`config.mk`:
```
export PLATFORM = sky130hd
export DESIGN_NAME = run_code_tx
export DESIGN_NICKNAME = d
export VERILOG_FILES = /design/src/rtl/run_code_tx.sv
export SDC_FILE = /design/constraint.sdc
export NUM_CORES = 1
export LEC_CHECK = 0
export BUFFER_PORTS_ARGS = -buffer_cell sky130_fd_sc_hd__buf_2
export CAP_MARGIN = 20
export CORE_MARGIN = 3
export CORE_UTILIZATION = 35
export CTS_CLUSTER_DIAMETER = 60
export DETAILED_ROUTE_END_ITERATION = 6
export GPL_TIMING_DRIVEN = 0
export PLACE_DENSITY_LB_ADDON = 0.12
export SYNTH_ARGS = -nofsm -noshare
export SYNTH_HDL_FRONTEND = slang
export SYNTH_SLANG_ARGS = --single-unit
```
`constraint.sdc`:
```
create_clock -name clk -period 1.94 [get_ports clk]
set_input_delay 0.194 -clock clk [delete_from_list [all_inputs] [get_ports clk]]
set_output_delay 0.194 -clock clk [all_outputs]
set_load 0.02 [all_outputs]
```
`src/rtl/run_code_tx.sv`:
```
// Run-length code transmitter: drives frames of 0, N ones, 0 on line x.
// A one-entry hold register lets consecutive frames share a 0 bit.
module run_code_tx #(
    parameter int LONG_RUN = 3
) (
    input  logic       clk,
    input  logic       rst,
    input  logic       in_valid,
    input  logic [1:0] code,
    output logic       in_ready,
    output logic       x,
    output logic       busy,
    output logic       frame_done
);

    typedef enum logic [1:0] {
        IDLE  = 2'd0,
        START = 2'd1,
        ONES  = 2'd2,
        STOP  = 2'd3
    } state_t;

    localparam logic [3:0] LR = 4'(LONG_RUN);

    state_t     state, state_n;
    logic [3:0] cnt, cnt_n;
    logic       hold_v, hold_v_n;
    logic [1:0] hold_code, hold_code_n;
    logic       accept;

    function automatic logic [3:0] load_n(input logic [1:0] c);
        case (c)
            2'b01:   return 4'd1;
            2'b10:   return 4'd2;
            2'b11:   return LR;
            default: return 4'd0;
        endcase
    endfunction

    assign accept = in_valid & ~hold_v & (code != 2'b00);

    always_comb begin
        state_n     = state;
        cnt_n       = cnt;
        hold_v_n    = hold_v;
        hold_code_n = hold_code;
        if (accept) begin
            hold_v_n    = 1'b1;
            hold_code_n = code;
        end
        case (state)
            IDLE: begin
                if (hold_v) begin
                    state_n  = START;
                    hold_v_n = 1'b0;
                    cnt_n    = load_n(hold_code);
                end
            end
            START: state_n = ONES;
            ONES: begin
                if (cnt > 4'd1) cnt_n = cnt - 4'd1;
                else            state_n = STOP;
            end
            STOP: begin
                // the STOP zero doubles as the next frame's start bit
                if (hold_v) begin
                    state_n  = ONES;
                    hold_v_n = 1'b0;
                    cnt_n    = load_n(hold_code);
                end else begin
                    state_n = IDLE;
                end
            end
        endcase
    end

    always_ff @(posedge clk or posedge rst) begin
        if (rst) begin
            state      <= IDLE;
            cnt        <= 4'd0;
            hold_v     <= 1'b0;
            hold_code  <= 2'b00;
            frame_done <= 1'b0;
        end else begin
            state      <= state_n;
            cnt        <= cnt_n;
            hold_v     <= hold_v_n;
            hold_code  <= hold_code_n;
            frame_done <= (state_n == STOP);
        end
    end

    assign in_ready = ~hold_v;
    assign x        = (state == IDLE) || (state == ONES);
    assign busy     = (state != IDLE);

endmodule
```
; ---- Word-level counts from Yosys, hierarchy flattened
; Index checks and enable logic that the tools add are counted.
[word_totals]
reg_bits = 10
mem_bits_ro = 0
out_inout_bits = 4
n_memories = 0
latch_bits = 0
word_cells = 37
mem_bits_rw = 0
[op_classes]
div_mod_pow = 0
add_sub_neg = 1
n_mul = 0
n_mux = 11
n_bitwise = 3
n_eq_ne = 9
n_shift = 0
reduce_logical = 7
n_lt_le_gt_ge = 1
[ops]
columns = op, count
row1 = $eq A2 B2 Y1 const B, 5
row2 = $mux W4, 2
row3 = $pmux W2 S4, 1
row4 = $pmux W4 S2, 1
row5 = $mux W2, 3
row6 = $pmux W2 S3, 1
row7 = $reduce_bool A2 Y1, 3
row8 = $eq A2 B1 Y1 const B, 2
row9 = $gt A4 B1 Y1 const B, 1
row10 = $sub A4 B1 Y4 const B, 1
row11 = $mux W1, 3
row12 = $reduce_and A3 Y1, 1
row13 = $and A1 B1 Y1, 2
row14 = $logic_not A2 Y1, 1
row15 = $ne A2 B1 Y1 const B, 1
row16 = $ne A2 B2 Y1 const B, 1
row17 = $reduce_or A2 Y1, 1
row18 = $logic_or A1 B1 Y1, 1
row19 = $not A1 Y1, 1

; ---- Longest topological paths before layout
[depth]
ltp_word = 6
mapped_depth = 6
depth_no_buf = 5

; ---- Worst setup path after synthesis
; No wires, ideal clock.
[synth_path]
kind = register -> register
start = reg state[0]
end = reg cnt[1]
arrival_ns = 1.462
path_stages_with_launch = 7
slack_ns = 0.399
period_less_slack_ns = 1.541
cell_sequence = dfrtp_1 > inv_1 > ha_1 > buf_4 > o21bai_2 > a21o_1 > mux2i_1
[synth_between]
elab_chain_len = 4
[synth_rtl]
columns = item, line
row1 = start: declaration, 25  ; state_t state, state_n;
row2 = start signal: assignment, 85  ; state <= state_n;
row3 = $eq A2 B2 Y1 / $logic_not A2 Y1 (equally long branches), 51  ; case (state)
row4 = $reduce_or A2 Y1 (no source line), -
row5 = $ne A2 B1 Y1 (no source line) / $reduce_bool A2 Y1 (equally long branches), -
row6 = $reduce_and A3 Y1 (no source line), -
row7 = end signal: assignment, 86  ; cnt <= cnt_n;
row8 = end: declaration, 26  ; logic [3:0] cnt, cnt_n;
; Parallel ways exist; a longest one is shown, timed or not.
; A chain may end at the register's enable or synchronous reset.

; ---- Final worst setup path
[layout_path]
start = reg state[0]
end = out x
[layout_between]
elab_chain_len = 2
[layout_rtl]
columns = item, line
row1 = $eq A2 B2 Y1 / $logic_not A2 Y1 (equally long branches), 94  ; assign x = (state == IDLE) || (state == ONES);
row2 = $logic_or A1 B1 Y1 (*), 94
row3 = end: declaration, 11  ; output logic x,
; Mark *: on every way between the ends. The rest lies on a longest branch, timed or not.

==> flow_summary.ini <==
[outcome]
outcome = completed

[global_routing]
grt_start_max_net_pins = 11
grt_pass1_vias = 456
antenna_found_initial = 0
grt_pass1_wl_um = 1860
gr-total-overflow = 0
track_usage_pct = 12.1

[detailed_routing]
met3_length_um = 56
drcViolationCount = 0
vias = 460
ant_nets = 0
wl_met1_um = 537
drt_iter0_markers = 3
dr_wl_met2_um = 466
wl_per_cell_um = 10.6
wirelength_um = 1070
firstDrtPassIters = 3
detail_route.vias_per_cell = 4.55
top_layer_used = met4

[power_and_ir_drop]
powerDensity_nw_per_um2 = 1920
vdd_ir_drop_max_mv = 0.832
p_leak_nw = 0.383

[synthesis]
avgSynthCellArea_um2 = 9.70
synth_top_flop_cell = dfrtp_1
yosysSeqAreaShare_pct = 40.3
synth_edf_count = 0
synth-xor-area-share_pct = 0
synth_mux_area_share_pct = 3.43
synth_cell_types = 25
synthesis.nets = 76
synth_common_cells = 10 x dfrtp_1, 9 x inv_1, 8 x nand2_1, 7 x ha_1, 5 x o21ai_0
async_reset_ff_share_pct = 100
synthCells = 64
synth.most_common_cell = dfrtp_1
synth_top_area_share_pct = 40.3
synth_area_leaders = dfrtp_1 40%, ha_1 14%, inv_1 5.4%
synth-simple-area-share_pct = 15.5
ys_ff_latch = 10
synth_top_family_by_area = compound AO/OA/AOI/OAI gates
synth-adder-area-share_pct = 14.1
yosys.area.top_type = dfrtp_1
ys_warn_count = 0
syn_area_um2 = 621
synth_compound_area_share_pct = 20.0

[floorplanning]
start_util_pct = 38.9
pin_count = 9
die_w_um = 48.1
coreArea_um2 = 1590
num_rows = 14
die_h_um = 48.1
dieArea_um2 = 2310

[placement]
io_buffers = 8
dpl_worst_slack_ns = 0.236
placed_cell_area_um2 = 691
gp_congestion = 0.685

[worst_setup_path]
r2r-end = cnt[1]
r2r_start = state[0]
r2r_setup_slack_ns = 0.21
rr_worst_depth = 6
critical_path_class = register to output port
cp.arrival_ns = 1.58
required_ns = 1.75
cp-start-kind = register
end_kind = output port
crit_fanout = 6

[timing]
grt_setup_unrepaired = false
fin_setup_tns_ns = 0
fin_crit_ns = 1.78
relSlewSlack_pct = 74.0
final.setup.worst_slack_ns = 0.162
setup_viol = 0
hold_ws_ns = 0.195
finalCritPeriodShare_pct = 91.7
worstMarginPinSlew_ns = 0.389
max_freq_ghz = 0.562
maxSlewViolCount = 0
finalHoldViolCount = 0
finClkSkew_ns = 0.00127

[clocking]
cts.htree.levels = 1
clk_pin_slew_worst_paths_ns = 0.07
cts_tree = done
clk_latency_ns = 0.26
numCtsBuffers = 3
post_cts_resized = 0
cts_buffer_depth = 2
cts.sinks = 10
cts_root_buf = clkbuf_4

[layout]
fin_area_um2 = 737
finalNetCount = 90
drive_above_1_share_pct = 23.4
diodes = 0
fin_util_pct = 46.2
area_growth_syn_to_layout_pct = 18.8

[hold_path]
hp-class = primary input to register
hold_end = hold_code[1]
min_from = code[1]
hold_depth = 3

[job]
cap_viol_max_count = 0
==> worst max-delay path: stages, from the launching register on <==
cell	delay (ns)
dfrtp_1	0.46
inv_1	0.12
ha_1	0.28
or2_2	0.31
buf_2	0.16
==> worst max-delay path by stage <==
| stage | startpoint | end | slack (ns) | cells after the start |
|---|---|---|---|---|
| 6_report | state[0] | x | 0.16 | 4 |
| 5_1_grt | state[0] | x | 0.07 | 4 |
| 4_1_cts | state[0] | x | 0.16 | 4 |
| 3_5_place_dp | state[0] | cnt[1] | 0.24 | 6 |
| 3_3_place_gp | state[0] | cnt[1] | 0.22 | 6 |
| 2_1_floorplan | state[0] | cnt[1] | 0.40 | 6 |
==> sequential cells by signal, summed over array words and instances (netlist names) <==
register and count:
cnt 4, hold_code 2, state 2, frame_done 1, hold_v 1
==> routing by layer <==
metal	vias to the layer above	GRT usage [%]
met5	-	0
met4	0	4.84
met3	2	6.64
met2	12	18.5
met1	203	14.2
li1	243	-
==> layout make-up <==
type                       instances  area [um^2]
sequential                        10          250
multi-input combinational         44          329
timing repair buffer               9         50.0
buffer                             1         7.51
fill                             165          857
clock buffer                       4         36.3
inverter                           9         33.8
tap                               24         30.0
==> placed cells by master, fill, tap and decap left out, types with 2 or more instances in the layout <==
master	count
nand3b_1	2
buf_2	8
inv_1	9
a211oi_1	2
nand2_1	8
ha_1	7
a21oi_1	3
a21o_1	2
dfrtp_1	10
o21ai_0	5
clkbuf_4	3
==> timing repair <==
| action | CTS | global route |
|---|---|---|
| endpoints found under the hold margin | 10 | 0 |
| setup buffers | 0 | 0 |
| setup endpoints to repair | 0 | 0 |
| hold buffers | 1 | 0 |
==> per-stage QoR <==
stage	power, mW	instances
final	1.41	101
after global routing	1.57	101
after CTS	1.44	101
after detailed placement	1.23	96
after global placement	1.22	96
after floorplan	1.05	64
==> logic make-up after synthesis <==
kind of cell / Yosys count
AND/OR/NAND/NOR: 18
AO/OA/AOI/OAI: 17
buffers and inverters: 10
flip-flops: 10
adder cells (fa/ha/maj): 7
multiplexers: 2
==> power by group <==
part           switching, mW  internal (mW)  total, mW  leakage, nW
Clock                 0.0767          0.114      0.191       0.0210
Combinational          0.457          0.364      0.821        0.240
Sequential            0.0933          0.308      0.402        0.122
No activity file was read; power rests on OpenSTA's default activity.
